## src/rtl/menu_pkg.sv

```systemverilog
// rtl/menu_pkg.sv - shared types, item/row map and text constants for the menu settings engine
package menu_pkg;

    typedef enum logic {NAV, EDIT} menu_state_e;

    localparam int N_ITEMS = 5;
    localparam int ITEM_W  = 3;

    localparam logic [ITEM_W-1:0] ITEM_DIFF  = 3'd0;
    localparam logic [ITEM_W-1:0] ITEM_RED   = 3'd1;
    localparam logic [ITEM_W-1:0] ITEM_GREEN = 3'd2;
    localparam logic [ITEM_W-1:0] ITEM_BLUE  = 3'd3;
    localparam logic [ITEM_W-1:0] ITEM_START = ITEM_W'(N_ITEMS - 1);

    localparam logic [3:0] ROW_MENU     = 4'd0;
    localparam logic [3:0] ROW_SETTINGS = 4'd1;
    localparam logic [3:0] ROW_DIFF     = 4'd3;
    localparam logic [3:0] ROW_RED      = 4'd5;
    localparam logic [3:0] ROW_GREEN    = 4'd6;
    localparam logic [3:0] ROW_BLUE     = 4'd7;
    localparam logic [3:0] ROW_START    = 4'd9;

    localparam logic [3:0] COL_DIFF_VAL  = 4'd14;
    localparam logic [3:0] COL_COLOR_VAL = 4'd5;

    localparam logic [7:0] CH_SPACE     = 8'h20;
    localparam logic [7:0] CH_MARK      = 8'h3E;
    localparam logic [7:0] CH_EDIT_MARK = 8'h2A;
    localparam logic [7:0] CH_ZERO      = 8'h30;
    localparam logic [7:0] CH_ONE       = 8'h31;

    // Element 0 is the leftmost character on screen
    localparam logic [0:3][7:0] TXT_MENU     = "MENU";
    localparam logic [0:7][7:0] TXT_SETTINGS = "SETTINGS";
    localparam logic [0:9][7:0] TXT_DIFF     = "DIFFICULTY";
    localparam logic [0:4][7:0] TXT_START    = "START";

    function automatic logic [3:0] item_row(input logic [ITEM_W-1:0] item);
        logic [3:0] row;
        case (item)
            ITEM_DIFF:  row = ROW_DIFF;
            ITEM_RED:   row = ROW_RED;
            ITEM_GREEN: row = ROW_GREEN;
            ITEM_BLUE:  row = ROW_BLUE;
            default:    row = ROW_START;
        endcase
        return row;
    endfunction

    function automatic logic [3:0] value_col(input logic [ITEM_W-1:0] item);
        return (item == ITEM_DIFF) ? COL_DIFF_VAL : COL_COLOR_VAL;
    endfunction

endpackage

```

## src/rtl/menu_hex_ascii.sv

```systemverilog
// rtl/menu_hex_ascii.sv - combinational 4-bit nibble to uppercase ASCII hex digit
module menu_hex_ascii (
    input  logic [3:0] nibble,
    output logic [7:0] ascii
);

    assign ascii = (nibble < 4'd10) ? (8'h30 + {4'b0, nibble}) : (8'h37 + {4'b0, nibble});

endmodule

```

## src/rtl/menu_settings_engine.sv

```systemverilog
// rtl/menu_settings_engine.sv - menu text source owning difficulty/colour settings; optional MENU_CURSOR_MARK_EN
module menu_settings_engine
    import menu_pkg::*;
#(
    parameter int          MAX_DIFF  = 3,
    parameter int          DIFF_W    = 2,
    parameter int          DIFF_RST  = 1,
    parameter logic [11:0] COLOR_RST = 12'h0F0,
    parameter int          BLINK_W   = 24
) (
    input  logic              clk,
    input  logic              rst_n,
    input  logic [7:0]        char_xy,
    input  logic              btn_up,
    input  logic              btn_down,
    input  logic              btn_sel,
    output logic [7:0]        char_code,
    output logic              char_hl,
    output logic [DIFF_W-1:0] difficulty_level,
    output logic [11:0]       snake_color,
    output logic              start_game
);

    menu_state_e        state_q, state_d;
    logic [ITEM_W-1:0]  cursor_q, cursor_d;
    logic [DIFF_W-1:0]  diff_q, diff_d;
    logic [11:0]        color_q, color_d;
    logic [BLINK_W-1:0] blink_q;
    logic               start_d;
    logic               up_prev, down_prev, sel_prev;

    logic up_edge, down_edge, sel_edge;
    logic up_ev, down_ev, sel_ev;

    assign up_edge   = btn_up & ~up_prev;
    assign down_edge = btn_down & ~down_prev;
    assign sel_edge  = btn_sel & ~sel_prev;

    // Opposing edges cancel; select only counts on an otherwise quiet cycle
    assign up_ev   = up_edge & ~down_edge;
    assign down_ev = down_edge & ~up_edge;
    assign sel_ev  = sel_edge & ~up_edge & ~down_edge;

    logic [DIFF_W-1:0] diff_inc, diff_dec;
    assign diff_inc = (diff_q == DIFF_W'(MAX_DIFF)) ? '0 : diff_q + 1'b1;
    assign diff_dec = (diff_q == '0) ? DIFF_W'(MAX_DIFF) : diff_q - 1'b1;

    always_ff @(posedge clk or negedge rst_n) begin
        if (!rst_n) begin
            state_q    <= NAV;
            cursor_q   <= ITEM_DIFF;
            diff_q     <= DIFF_W'(DIFF_RST);
            color_q    <= COLOR_RST;
            blink_q    <= '0;
            start_game <= 1'b0;
            up_prev    <= 1'b0;
            down_prev  <= 1'b0;
            sel_prev   <= 1'b0;
        end else begin
            state_q    <= state_d;
            cursor_q   <= cursor_d;
            diff_q     <= diff_d;
            color_q    <= color_d;
            blink_q    <= blink_q + 1'b1;
            start_game <= start_d;
            up_prev    <= btn_up;
            down_prev  <= btn_down;
            sel_prev   <= btn_sel;
        end
    end

    always_comb begin
        state_d  = state_q;
        cursor_d = cursor_q;
        diff_d   = diff_q;
        color_d  = color_q;
        start_d  = 1'b0;
        case (state_q)
            NAV: begin
                if (up_ev) begin
                    cursor_d = (cursor_q == ITEM_DIFF) ? ITEM_START : cursor_q - 1'b1;
                end else if (down_ev) begin
                    cursor_d = (cursor_q == ITEM_START) ? ITEM_DIFF : cursor_q + 1'b1;
                end else if (sel_ev) begin
                    if (cursor_q == ITEM_START) start_d = 1'b1;
                    else                        state_d = EDIT;
                end
            end
            EDIT: begin
                if (sel_ev) begin
                    state_d = NAV;
                end else if (up_ev || down_ev) begin
                    case (cursor_q)
                        ITEM_DIFF:  diff_d = up_ev ? diff_inc : diff_dec;
                        ITEM_RED:   color_d[11:8] = up_ev ? color_q[11:8] + 4'd1 : color_q[11:8] - 4'd1;
                        ITEM_GREEN: color_d[7:4]  = up_ev ? color_q[7:4] + 4'd1 : color_q[7:4] - 4'd1;
                        ITEM_BLUE:  color_d[3:0]  = up_ev ? color_q[3:0] + 4'd1 : color_q[3:0] - 4'd1;
                        default:    ;
                    endcase
                end
            end
            default: state_d = NAV;
        endcase
    end

    logic [7:0] hex_r, hex_g, hex_b;

    menu_hex_ascii u_hex_r (.nibble(color_q[11:8]), .ascii(hex_r));
    menu_hex_ascii u_hex_g (.nibble(color_q[7:4]),  .ascii(hex_g));
    menu_hex_ascii u_hex_b (.nibble(color_q[3:0]),  .ascii(hex_b));

    logic [3:0] row, col, cur_row;
    logic [3:0] off3, off4, off6;
    logic [7:0] code_d;
    logic       hl_d;

    assign row     = char_xy[7:4];
    assign col     = char_xy[3:0];
    assign cur_row = item_row(cursor_q);
    assign off3    = col - 4'd3;
    assign off4    = col - 4'd4;
    assign off6    = col - 4'd6;

    always_comb begin
        code_d = CH_SPACE;
        case (row)
            ROW_MENU: begin
                if (col >= 4'd6 && col <= 4'd9) code_d = TXT_MENU[off6[1:0]];
            end
            ROW_SETTINGS: begin
                if (col >= 4'd4 && col <= 4'd11) code_d = TXT_SETTINGS[off4[2:0]];
            end
            ROW_DIFF: begin
                if (col == 4'd1)                      code_d = CH_ONE;
                else if (col >= 4'd3 && col <= 4'd12) code_d = TXT_DIFF[off3];
                else if (col == COL_DIFF_VAL)         code_d = CH_ZERO + 8'(diff_q);
            end
            ROW_RED, ROW_GREEN, ROW_BLUE: begin
                // Row 5 carries label '2', so the label is '1' + row - 4
                if (col == 4'd1) begin
                    code_d = CH_ONE + 8'(row) - 8'd4;
                end else if (col == 4'd3) begin
                    code_d = (row == ROW_RED) ? "R" : (row == ROW_GREEN) ? "G" : "B";
                end else if (col == COL_COLOR_VAL) begin
                    code_d = (row == ROW_RED) ? hex_r : (row == ROW_GREEN) ? hex_g : hex_b;
                end
            end
            ROW_START: begin
                if (col == 4'd1)                     code_d = CH_ONE + 8'd4;
                else if (col >= 4'd3 && col <= 4'd7) code_d = TXT_START[off3[2:0]];
            end
            default: ;
        endcase
`ifdef MENU_CURSOR_MARK_EN
        if (col == 4'd0 && row == cur_row) code_d = (state_q == EDIT) ? CH_EDIT_MARK : CH_MARK;
`endif
    end

    always_comb begin
        hl_d = 1'b0;
        if (row == cur_row) begin
            if (state_q == NAV) hl_d = 1'b1;
            else                hl_d = (col == value_col(cursor_q)) && blink_q[BLINK_W-1];
        end
    end

    always_ff @(posedge clk or negedge rst_n) begin
        if (!rst_n) begin
            char_code <= CH_SPACE;
            char_hl   <= 1'b0;
        end else begin
            char_code <= code_d;
            char_hl   <= hl_d;
        end
    end

    assign difficulty_level = diff_q;
    assign snake_color      = color_q;

endmodule

```

## config.mk

```make
export PLATFORM = sky130hd
export DESIGN_NAME = menu_settings_engine
export DESIGN_NICKNAME = d
export VERILOG_FILES = /design/src/rtl/menu_pkg.sv /design/src/rtl/menu_hex_ascii.sv /design/src/rtl/menu_settings_engine.sv
export SDC_FILE = /design/constraint.sdc
export NUM_CORES = 1
export LEC_CHECK = 0
export CAP_MARGIN = 40
export CORE_ASPECT_RATIO = 2
export CORE_MARGIN = 2
export CORE_UTILIZATION = 33
export DETAILED_ROUTE_END_ITERATION = 10
export SETUP_SLACK_MARGIN = 0.4
export SYNTH_ARGS = -nofsm -noshare
export SYNTH_HDL_FRONTEND = slang
export SYNTH_HIERARCHICAL = 1
export SYNTH_SLANG_ARGS = --single-unit
```

## constraint.sdc

```tcl
create_clock -name clk -period 2.9 [get_ports clk]
set_clock_uncertainty 0.1 [all_clocks]
set_input_delay 0.58 -clock clk [delete_from_list [all_inputs] [get_ports clk]]
set_output_delay 0.58 -clock clk [all_outputs]
set_load 0.02 [all_outputs]
```

==> run summary, run 1 <==
Final Power: 0.00348 W
Diode count: 0
Clock Sinks: 55
Die H: 166 um
Most common cell after layout, fill and taps aside: dfrtp_1
Placed cells: 680
Grt total ovfl: 0
Cell variety after synth: 80
Num CTS Buffers: 5
Least-Margin Pin Slew: 0.730 ns
Fin cells: 690
Post-route ant nets: 0
Area of the core: 0.0129 mm2
Clk root buf: clkbuf_16
Register area share after synthesis: 0.320
Layout area overhead: 22.5%
Synth Flop Type: dfrtp_1
Max-slew headroom: 0.513
CTS tree: yes
I/O pin total: 37
Initial Util: 0.335
Synth Register Bits: 55
Sw frac: 0.397
CP Launch Type: input port
Routed len/inst: 18.1 um
Status: complete, no violations
Worst min-delay path class: in -> async
Max Fanout on Critical Path: 6
Critical path's largest stage delay: 0.48 ns
Met1 usage: 0.165
Total GRT Usage: 0.181
Max Fclk: 410 MHz
Clk pwr share: 0.202
Mapped Avg Cell Area: 9.12 um2
Routed wire length: 12.5 mm
Most frequent cells in the layout: 49 x dfrtp_1, 39 x nor2_1, 39 x buf_4, 33 x clkdlybuf4s50_1, 28 x xnor2_1
Leakage dissipation: 2.32 nW
Post-Synthesis Cells: 474
Fillers: 1,273
Hold Fails Final Rpt: 0
Synth top area share: 0.284
Area contributors post-synth: dfrtp_1 28%, ha_1 8.7%, xnor2_1 5.7%
Seq pwr share: 0.343
Clk buf depth: 2
RSZ-0062 raised after global routing: yes
Crit end category: register
Number of DRC markers in iteration 0: 203
Vias/cell: 5.47
Worst r2r path cells: 9
CP Cell Sequence: clkdlybuf4s50_1 -> inv_1 -> ha_1 -> buf_4 -> nor2_1 -> o22ai_1 -> nor2b_1 -> nor3_1 -> o311ai_2
Final Max Tran Viols: 0
First-pass GRT wire length: 20.2 mm
Critical setup path kind: in -> reg
Post-synth top area cell: dfrtp_1
Detailed placer's ending HPWL: 9.99 mm
PD cells: 657 mW/mm2
Antenna violations before repair: 0
Number of max-cap violations: 0
IO Port Bufs: 36
RR Startpoint: snake_color[5]$_DFFE_PN1P_
Remaining DRCs: 0
Number of nets in the layout: 583
Met3 Use GR: 0.0239
Global routing's busiest layer: met2
Final setup violation count: 0
Post-synth ARST share: 1.00
Die Area: 0.0141 mm2
First-pass iteration count of the detailed router: 4
Req. time, crit path: 2.95 ns
Switching power: 0.00138 W
Max H-tree Level: 2
Clk Latency, worst-skew pair: 0.30 ns
Chip width: 84.9 um
Share of layout cells above drive strength 1: 0.177
Int Pwr: 0.00210 W
Combinational Power Share: 0.456
WP data arrival: 2.49 ns
R2R Setup Slk: 0.53 ns
Largest net degree at the start of global routing: 31
Vias in the first global route: 4,063
FP Rows: 59
Post-cts hold buffer count: 0
Post-synth EDFFs: 0
VDD IR max: 0.000446 V
Synth Warn #: 6
Min cycle time layout: 2.44 ns
CP max stage cell: clkdlybuf4s50_1
Vias: 3,774
Grt met2 use: 0.347
Reg clk slew, reported paths: 0.08 ns
Fin crit share: 0.842
Mapped Area: 0.00432 mm2
Reg-to-Reg End: char_code[2]$_DFF_PN0_
Syn_nets: 520
Setup TNS: 0 ns
Gp weighted congestion: 0.970
-- registers in the layout (all words and copies together), names as in the netlist, 2 cells and up --
signal,count
blink_q,24
snake_color,12
char_code,8
cursor_q,3
difficulty_level,2
-- what timing repair did --
item | in CTS | in global routing
setup endpoints to repair | 9 | 12
pin swaps | 2 | 1
setup buffers | 0 | 2
resized for setup | 2 | 11
hold endpoints to repair | 0 | 0
-- power by group through the flow --
stage               clock [W]  sequential (W)  combinational (W)
floorplan                   0         0.00124           0.000955
global placement            0         0.00120            0.00152
detailed placement          0         0.00121            0.00157
CTS                  0.000724         0.00119            0.00159
global route         0.000751         0.00123            0.00175
finish               0.000702         0.00119            0.00159
-- through the flow --
step	hold WS, ns	setup WS [ns]	utilization	cell area (um2)
after floorplan	0.184	0.523	-	4320
after global placement	0.339	0.0884	0.392	5060
after detailed placement	0.344	0.0481	0.392	5060
after CTS	0.258	0.402	0.405	5230
after global routing	0.301	0.333	0.410	5300
final	0.231	0.459	0.410	5300
-- worst max-delay path: cells and delay by family --
kind                     cells  cell delay [ns]
AO/OA/AOI/OAI                2             0.28
buffers and inverters        3             0.75
AND/OR/NAND/NOR              3             0.60
adder cells (fa/ha/maj)      1             0.28
-- metal layers --
metal,wire length [um],part of all wire
met5,0,0
met4,953,0.076
met2,6950,0.56
met1,4170,0.33
met3,412,0.033
-- area by class of cell --
type | count | area [um2] | share of cell area
flip-flops and latches | 55 | 1380 | 0.261
repair buffers | 78 | 704 | 0.133
clock buffers | 5 | 125 | 0.0236
clock inverters | 3 | 43.8 | 0.00827
inverters | 28 | 110 | 0.0208
well taps | 152 | 190 | 0.0359
multi-input cells | 369 | 2740 | 0.517
-- synth_stat cells, types with 10 or more instances --
cell	instances
dfrtp_1	49
nor2_1	40
ha_1	30
xnor2_1	28
a21oi_1	26
nand2_1	26
inv_1	24
nand3_1	18
o21ai_0	18
nor2b_1	13
xor2_1	13
buf_2	12
o21ai_1	12
nand2b_1	10
-- how the worst max path moves through the flow --
stage	slack [ns]	to	cells after the start	startpoint
global placement	0.09	snake_color[11]$_DFFE_PN0P_	11	btn_up
CTS	0.40	snake_color[11]$_DFFE_PN0P_	11	btn_up
global route	0.33	char_code[2]$_DFF_PN0_	8	char_xy[0]
floorplan	0.52	snake_color[11]$_DFFE_PN0P_	11	btn_up
detailed placement	0.05	snake_color[6]$_DFFE_PN1P_	10	btn_down
finish	0.46	char_code[2]$_DFF_PN0_	9	char_xy[1]
-- cells by family after synthesis --
family,share of synthesized area
adders and majority gates,0.101
other,0.00260
muxes,0.0313
buffers and inverters,0.0556
AOI/OAI and AO/OA,0.181
xor gates and xnor gates,0.0944
and+or+nand+nor,0.214
DFF,0.320
(Power assumes the default switching activity.)
==> run 2, diff against run 1 <==
- clock period: 2.9 -> 2.2 ns (I/O delays scaled with it)
==> run 2 against run 1 <==
Net effect:
- utilization up 9.4 points
- total power up 55%
- cell count up 11%
- routed wire length up 12%
- sequential power up 23%
- sequential cell count unchanged
- first-iteration DRC count down 11%
- register-to-register slack worse by 0.35 ns
- highest routed layer unchanged
==> run summary, run 2 (synthesis gave the netlist of run 1 again) <==
Max-slew headroom: 0.589 (+0.0756)
Gp weighted congestion: 0.890 (-8.3%)
First-pass iteration count of the detailed router: 6 (+2)
I/O pin total: 37 (unchanged)
Min cycle time layout: 2.02 ns
Diode count: 0 (unchanged)
Layout area overhead: 50.5%
Leakage dissipation: 2.96 nW (+28%)
FP Rows: 59 (unchanged)
RSZ-0062 raised after global routing: yes
Vias in the first global route: 4,346 (+7.0%)
Max H-tree Level: 2 (unchanged)
CP Cell Sequence: nand2b_4 -> buf_6 -> ha_4 -> inv_12 -> buf_6 -> buf_6 -> fa_2 -> mux2_4
Placed cells: 740 (+8.8%)
CP max stage cell: fa_2
CP Launch Type: register
Final setup violation count: 0 (unchanged)
Most common cell after layout, fill and taps aside: buf_4
Num CTS Buffers: 5 (unchanged)
Die Area: 0.0141 mm2 (unchanged)
CTS tree: yes
Vias/cell: 5.34 (-2.4%)
Clock Sinks: 55 (unchanged)
Least-Margin Pin Slew: 0.617 ns (-0.113 ns)
Origin of the worst setup path: down_prev$_DFF_PN0_
Crit path buf inv count: 4 (+1)
Chip width: 84.9 um (unchanged)
Clk Latency, worst-skew pair: 0.31 ns (about the same)
Final Max Tran Viols: 0 (unchanged)
Vias: 4,105 (+8.8%)
Max Fanout on Critical Path: 8 (+2)
Max FFs per register: 24 (unchanged)
Routed wire length: 14.0 mm (+12%)
Most frequent cells in the layout: 97 x buf_4, 44 x dfrtp_1, 31 x nor2_1, 25 x xnor2_1, 24 x nand2_1
Routed metal-1 wirelength: 4.52 mm (+8.3%)
Number of DRC markers in iteration 0: 181 (-11%)
Worst min-delay path class: in -> async
Share of layout cells above drive strength 1: 0.442 (+0.266)
Biggest register: blink_q
Critical setup path kind: reg -> reg
VDD IR max: 0.000526 V (+18%)
Critical path's top delay family: adder cells
Critical path's largest stage delay: 0.43 ns (-0.05 ns)
Req. time, crit path: 2.30 ns (-0.65 ns)
Detailed placer's ending HPWL: 10.7 mm (+7.1%)
RR Startpoint: down_prev$_DFF_PN0_
Antenna violations before repair: 0 (unchanged)
Grt total ovfl: 0 (unchanged)
Total GRT Usage: 0.198 (+0.0168)
Status: complete, no violations
Fin crit share: 0.919
Met2 wire len: 8.31 mm (+20%)
IO Port Bufs: 36 (unchanged)
Die H: 166 um (unchanged)
Clk root buf: clkbuf_16
WP data arrival: 2.12 ns (-0.37 ns)
Number of max-cap violations: 0 (unchanged)
Remaining DRCs: 0 (unchanged)
Setup TNS: 0 ns (unchanged)
Clk buf depth: 2 (unchanged)
Number of nets in the layout: 662 (+14%)
WL met3: 298 um (-28%)
PD cells: 827 mW/mm2 (+26%)
Largest net degree at the start of global routing: 25 (-19%)
Fin cells: 769 (+11%)
Final Power: 0.00538 W (+55%)
Post-route ant nets: 0 (unchanged)
Area of the core: 0.0129 mm2 (unchanged)
Hold Fails Final Rpt: 0 (unchanged)
Routed len/inst: 18.2 um (+0.78%)
Initial Util: 0.335 (unchanged)
Max Fclk: 494 MHz
Crit end category: register
Reg clk slew, reported paths: 0.08 ns (about the same)
First-pass GRT wire length: 21.9 mm (+8.3%)
Top sig layer: met4
Crit-path most repeated cell: buf_6
## run 2: changes by cell type in the layout (fill, tap and decap cells not counted), moves of 9 or more
cell / delta
clkdlybuf4s50_1: -31
a21oi_1: -9
buf_4: +58
ha_1: -14
a21oi_2: +9
dlygate4sd2_1: +13
ha_4: +11
buf_6: +20
## run 2: routing by layer
| metal | global-route usage | up-vias |
|---|---|---|
| met5 | 0 | - |
| met4 | 0.140 | 0 |
| met3 | 0.0209 | 54 |
| met2 | 0.384 | 102 |
| met1 | 0.183 | 1992 |
| li1 | - | 1957 |
## run 2: power breakdown
group / switching (W) / internal [W]
Combinational: 0.00153 / 0.00152
Clock: 0.000430 / 0.000440
Sequential: 0.000239 / 0.00122
Total: 0.00220 / 0.00318
## run 2: worst register-to-register path: cells and delay by family (launching register included)
kind          cells  cell delay (ns)
fa+ha+maj         2             0.61
buf+inv           4             0.41
flops             1             0.37
mux               1             0.28
simple gates      1             0.15
## run 2: through the flow
stage	utilization	instance area, um2	hold slack [ns]	setup WS (ns)
6_report	0.504	6510	0.0373	0.177
5_1_grt	0.504	6510	0.0756	0.0961
4_1_cts	0.468	6040	0.0606	0.167
3_5_place_dp	0.438	5650	0.361	-0.475
3_3_place_gp	0.438	5650	0.331	-0.450
2_1_floorplan	-	4510	0.0444	0.210
## run 2: layout make-up
| cell class | instances | area [um2] |
|---|---|---|
| Fill cell | 1191 | 6410 |
| Multi-Input combinational cell | 369 | 3250 |
| Sequential cell | 55 | 1390 |
| Timing Repair Buffer | 157 | 1380 |
| Tap cell | 152 | 190 |
| Inverter | 28 | 136 |
| Clock buffer | 5 | 125 |
| Clock inverter | 3 | 33.8 |
## run 2: path summary, 6_finish.rpt
check / cells past startpoint / slack [ns] / endpoint
setup / recovery: 8 / 0.18 / snake_color[9]$_DFFE_PN0P_
min in group clk: 1 / 0.20 / sel_prev$_DFF_PN0_
hold / removal: 1 / 0.04 / blink_q[0]$_DFF_PN0_
setup reg to reg: 8 / 0.18 / snake_color[9]$_DFFE_PN0P_
max in group asynchronous: 2 / 1.34 / difficulty_level[0]$_DFFE_PN1P_
hold reg to reg: 1 / 0.37 / blink_q[0]$_DFF_PN0_
## run 2: timing repair
| item | 4_1_cts | 5_1_grt |
|---|---|---|
| gates cloned | 1 | 0 |
| gates resized for setup | 101 | 85 |
| hold buffers | 0 | 0 |
| setup endpoints to repair | 45 | 37 |
| setup buffers | 4 | 16 |
| hold endpoints to repair | 0 | 0 |
| pin swaps | 19 | 32 |
